--- src/rtl/multiplex.sv ---
// Round-robin merge of INC strobe/ready argument streams into one registered
// output word, with the winning source index on a parallel strobe/ready stream.
// The out and idx streams drain independently. A new word is accepted only
// when both streams are empty, or are draining in the current cycle.
module multiplex #(
  parameter int ARGW = 16,
  parameter int INC  = 2,
  localparam int IW  = $clog2(INC)
) (
  input  logic                clk,
  input  logic                rst_n,
  input  logic [INC-1:0]      in_stb,
  input  logic [INC*ARGW-1:0] in_dat,
  output logic [INC-1:0]      in_rdy,
  output logic                out_stb,
  output logic [ARGW-1:0]     out_dat,
  input  logic                out_rdy,
  output logic                idx_stb,
  output logic [IW-1:0]       idx_dat,
  input  logic                idx_rdy
);

  logic            out_stb_q, out_stb_d;
  logic [ARGW-1:0] out_dat_q, out_dat_d;
  logic            idx_stb_q, idx_stb_d;
  logic [IW-1:0]   idx_dat_q, idx_dat_d;
  logic [IW-1:0]   ptr_q, ptr_d;

  logic [IW-1:0]   gnt;
  logic            gnt_vld;
  logic            free;
  logic            accept;
  int              cand;

  // Cyclic priority search starting at ptr; the first valid input wins.
  always_comb begin
    gnt     = '0;
    gnt_vld = 1'b0;
    cand    = 0;
    for (int k = 0; k < INC; k++) begin
      cand = int'(ptr_q) + k;
      if (cand >= INC) cand = cand - INC;
      if (!gnt_vld && in_stb[IW'(cand)]) begin
        gnt     = IW'(cand);
        gnt_vld = 1'b1;
      end
    end
  end

  // The slot is free when each stream is either empty or draining this cycle,
  // so it can refill in the same cycle it empties.
  always_comb begin
    free   = (~out_stb_q | out_rdy) & (~idx_stb_q | idx_rdy);
    accept = free & gnt_vld;
    in_rdy = '0;
    for (int i = 0; i < INC; i++) begin
      in_rdy[i] = accept && (gnt == IW'(i));
    end
  end

  // Next-state: an accept overrides a drain; otherwise each stream drains
  // on its own ack while the data, index and pointer hold.
  always_comb begin
    out_stb_d = out_stb_q & ~out_rdy;
    idx_stb_d = idx_stb_q & ~idx_rdy;
    out_dat_d = out_dat_q;
    idx_dat_d = idx_dat_q;
    ptr_d     = ptr_q;
    if (accept) begin
      out_stb_d = 1'b1;
      idx_stb_d = 1'b1;
      out_dat_d = in_dat[ARGW*gnt +: ARGW];
      idx_dat_d = gnt;
      // Explicit wrap so non-power-of-two INC never points past INC-1.
      ptr_d     = (gnt == IW'(INC-1)) ? '0 : gnt + IW'(1);
    end
  end

  // Output slot and arbitration pointer; reset discards any held word.
  always_ff @(posedge clk or negedge rst_n) begin
    if (!rst_n) begin
      out_stb_q <= 1'b0;
      out_dat_q <= '0;
      idx_stb_q <= 1'b0;
      idx_dat_q <= '0;
      ptr_q     <= '0;
    end else begin
      out_stb_q <= out_stb_d;
      out_dat_q <= out_dat_d;
      idx_stb_q <= idx_stb_d;
      idx_dat_q <= idx_dat_d;
      ptr_q     <= ptr_d;
    end
  end

  assign out_stb = out_stb_q;
  assign out_dat = out_dat_q;
  assign idx_stb = idx_stb_q;
  assign idx_dat = idx_dat_q;

endmodule

--- config.mk ---
export PLATFORM = sky130hd
export DESIGN_NAME = multiplex
export DESIGN_NICKNAME = d
export VERILOG_FILES = /design/src/rtl/multiplex.sv
export SDC_FILE = /design/constraint.sdc
export NUM_CORES = 1
export LEC_CHECK = 0
export ABC_AREA = 1
export CORE_UTILIZATION = 35
export CTS_BUF_LIST = sky130_fd_sc_hd__clkbuf_4
export DETAILED_ROUTE_END_ITERATION = 10
export PLACE_DENSITY = 0.77
export SETUP_SLACK_MARGIN = 0.1
export SLEW_MARGIN = 40
export SYNTH_ARGS = -nofsm -noshare
export SYNTH_HDL_FRONTEND = slang
export SYNTH_SLANG_ARGS = --single-unit
--- constraint.sdc ---
create_clock -name clk -period 1.1 [get_ports clk]
set_clock_uncertainty 0.1 [all_clocks]
set_input_delay 0.11 -clock clk [delete_from_list [all_inputs] [get_ports clk]]
set_output_delay 0.11 -clock clk [all_outputs]
set_load 0.05 [all_outputs]
Word level (Yosys, flattened, before mapping)
Cells that the tools add are included.

storage, ports and cells
  bits in registers = 20

operators by class
  mux-type cells = 13
  shift operators = 1
  $lt $le $gt $ge = 4
  add/sub/neg operators = 4
  reduce and logical (&&, ||, !) cells = 4
  bitwise operators = 11

operators by type and width
  operator               count
  $shiftx A32 B6 Y16     1
  $mux W1                13
  $lt A1 B3 Y1 const B   2
  $not A1 Y1             5
  $and A1 B1 Y1          4
  $logic_and A1 B1 Y1    3
  $add A1 B1 Y2 const B  1
  $ge A1 B2 Y1 const B   1
  $ge A2 B2 Y1 const B   1
  $or A1 B1 Y1           2
  $sub A1 B1 Y1 const B  2
  $add A1 B1 Y1 const B  1
  $logic_not A1 Y1       1

Depth between registers and ports, before layout
Gate-level depths: netlist of run 1.

  depth in word-level cells = 11
  mapped depth = 7
  mapped depth without buffers = 6

Worst setup path after synthesis of run 1
No wires, ideal clock.

  path kind = reg2out
  start point = register out_stb_q, in the netlist out_stb
  end point = output in_rdy[0]
  data arrival time = 1211 ps
  required time = 890 ps
  cell stages (with the launch flop) = 4
  slack = -321 ps
  cells stage by stage = dfrtp_1 -> nand2_2 -> nand4_1 -> inv_1

on the way
  cells in the longest elaborated chain, start to end = 5

ends and longest elaborated chain
  element                 RTL line  text
  start, declared         23        logic out_stb_q, out_stb_d;
  start signal, assigned  88        out_stb_q <= out_stb_d;
  $not A1 Y1              53        free = (~out_stb_q | out_rdy) & (~idx_stb_q | idx_rdy);
  $or A1 B1 Y1            53
  $and A1 B1 Y1           53
  $and A1 B1 Y1           54        accept = free & gnt_vld;
  $logic_and A1 B1 Y1     57        in_rdy[i] = accept && (gnt == IW'(i));
  end, declared           14        output logic [INC-1:0] in_rdy,

No other way between the ends.

Worst setup path in the final report of run 1
Same ends and word-level chain as after synthesis.

==> flow_summary.yaml, run 1 <==
status:
  status: "finished, violations left"
  violations: "design-rule violations, negative setup slack"
cts:
  numCtsBuffers: 3
  clock_tree.root_cell: "clkbuf_4"
  clk_pin_slew_worst_paths_ns: 0.12
  cts_sinks: 20
  cts_tree: "built"
  clk_latency_ns: 0.31
  ctsHtreeMaxLevel: 1
  cts_buffer_depth: 2
critical_path:
  critPathArrivalTime_ns: 1.31
  end_kind: "output pin"
  path_cells: "nand2_4 -> nand4_1 -> inv_4 -> buf_12"
  ff2ff_setup_slack_ns: -0.28
  rr_startpoint: "out_stb"
  cp-start-kind: "register"
  crit_fanout: 5
  critical_path_class: "register to output pin"
  r2r_end: "out_dat[6]"
  r2r_cells: 8
  slowest_delay_ns: 0.45
  crit_required_ns: 0.89
  crit_path_top_delay_cell: "dfrtp_2"
  worst-path-buf-inv: 2
  cpLargestDelayFamily: "flip-flops"
cells_and_area:
  n_antenna_cell: 0
  utilization_pct: 75.9
  drive_gt1_share_pct: 28.7
  final_area_sq_mm: 0.00213
  synthToLayoutAreaGrowth_pct: 102
  nets: 262
synth:
  synth_top_area_cell: "dfrtp_1"
  synthCells: 143
  synth-compound-area-share_pct: 0
  yosysSeqAreaShare_pct: 47.4
  synth_top_area_share_pct: 47.4
  synth_top_family_by_area: "simple AND/OR/NAND/NOR gates"
  synthesis.nets: 181
  netlist_area_sq_mm: 0.00105
  synth_top_cells_by_area: "dfrtp_1 (47%), nand2_1 (31%), nand3_1 (7.6%)"
  yosys.area_share.simple_pct: 44.2
  yosys_warnings: 0
  synthXorXnorAreaFrac_pct: 0
  yosys.area_share.adder_pct: 0
  synth.ff_latch_count: 20
  yosysUniqueCellTypes: 11
  synth_mux_area_share_pct: 0
  avgSynthCellArea_sq_um: 7.38
power:
  leakage_nw: 1.11
  power_frac_clock_pct: 15.0
  p_seq_share_pct: 28.1
  p_per_area_mw_per_mm2: 1910
  intPower_mw: 2.43
  ir_drop_v: 0.00119
  p_sw_mw: 1.63
  p_sw_share_pct: 40.1
  combPwrFrac_pct: 56.9
global_route:
  antenna_found_initial: 0
  use_met3_pct: 3.23
  grt_max_degree: 21
  grtUsageMet2_pct: 38.5
  grt_first_pass_wirelength_um: 5200
  grt_pass1_vias: 1207
  track_usage_pct: 20.8
  grt_use_met1_pct: 24.3
  grt_overflow: 0
  busiest_layer: "met2"
drt:
  ant_nets: 0
  viasPerCell: 4.73
  vias: 1201
  drtIter0Drc: 21
  first_pass_iters: 7
  wl_um: 3220
  route.detailed.wl_per_inst_um: 12.7
  drc: 2
flow_run:
  drv_cap: 0
die:
  fp-row-count: 19
  initial_core_util_pct: 37.6
  coreArea_sq_mm: 0.00281
  die_height_um: 56.9
  dieArea_sq_mm: 0.00324
  die_width_um: 56.9
  pin_count: 59
timing:
  maxSlewViolCount: 0
  min_period_ns: 1.52
  whs_ns: 0.0252
  slew_headroom_pct: 84.7
  final.period_utilization_pct: 138
  rsz0062_at_grt: "true"
  hold_viol_final: 0
  tightestPinTransition_ns: 0.229
  fmax_mhz: 660
  setup_violations: 39
  worst_slack_ns: -0.415
placed_design:
  dpl_cell_area_sq_mm: 0.00197
  place_ws_ns: -0.364
  hpwl_um: 2350
  gp_routability_congestion: 0.782
  io_buffers: 57
hold_path:
  hold_path.class: "input port to async pin"
## metrics by stage
step	power [mW]	std cells	setup TNS, ns
3_5_place_dp	3.34	239	-7.10
4_1_cts	4.00	248	-3.78
3_3_place_gp	3.30	239	-6.27
2_1_floorplan	2.15	143	-1.84
5_1_grt	4.24	254	-7.19
6_report	4.06	254	-5.46
## how the worst max path moves through the flow
stage	from	endpoint	slack, ns	cells past startpoint
CTS	out_stb	in_rdy[0]	-0.40	4
global route	out_stb	in_rdy[0]	-0.47	4
detailed placement	in_stb[0]	out_dat[14]	-0.36	5
global placement	in_stb[0]	out_dat[0]	-0.31	5
floorplan	ptr_q	in_rdy[0]	-0.13	5
finish	out_stb	in_rdy[0]	-0.42	4
## layout make-up
type                       instances  area (sq um)
multi-input combinational        110           489
tap                               31          38.8
sequential                        20           503
clock buffer                       3          22.5
clock inverter                     1          30.0
fill                             193           676
timing repair buffer              83          1020
inverter                           6          27.5
## sequential cells by signal (all words and copies together) (netlist names)
signal   count
idx_dat      1
idx_stb      1
out_dat     16
out_stb      1
ptr_q        1
## cell families (layout without fill, tap and decap cells)
family	after synthesis	after routing
DFF	20	20
buffers and inverters	13	93
and+or+nand+nor	110	110
## power by group through the flow
stage / sequential (mW) / clock (mW) / combinational (mW)
detailed placement: 1.15 / 0 / 2.19
floorplan: 1.65 / 0 / 0.498
CTS: 1.14 / 0.608 / 2.25
global route: 1.17 / 0.651 / 2.43
global placement: 1.14 / 0 / 2.15
finish: 1.14 / 0.610 / 2.31
## synth_stat cells
master,number
buf_2,1
buf_4,2
buf_6,4
dfrtp_1,20
inv_1,6
nand2_1,87
nand2_2,3
nand3_1,16
nand3_4,1
nand4_1,2
nor2_4,1
## cells in the final DEF, fill, tap and decap left out, drive strengths merged
| cell type | instances |
|---|---|
| clkbuf | 3 |
| nand4 | 2 |
| bufinv | 1 |
| nand3 | 17 |
| nand2 | 90 |
| clkdlybuf4s50 | 35 |
| dlygate4sd2 | 1 |
| nor2 | 1 |
| inv | 6 |
| dfrtp | 20 |
| buf | 47 |
## routing by layer
layer	vias up	routed length, um	part of all wire (%)
met5	-	0	0
met4	0	67	2.1
met3	6	126	3.9
met2	30	1760	55
met1	564	1270	39
li1	601	-	-
## what timing repair did
item	4_1_cts	5_1_grt
setup endpoints to repair	40	40
hold buffers	0	0
pin swaps	3	5
cloned	0	0
resized for setup	5	4
buffers inserted	5	6
Power figures use the tool's default switching activity.
==> run 2: changes to the inputs <==
CTS_CLUSTER_DIAMETER = 50   (was not set)
==> results of run 2 <==
Same layout as run 1: the final DEF is identical, and so are final timing and power.
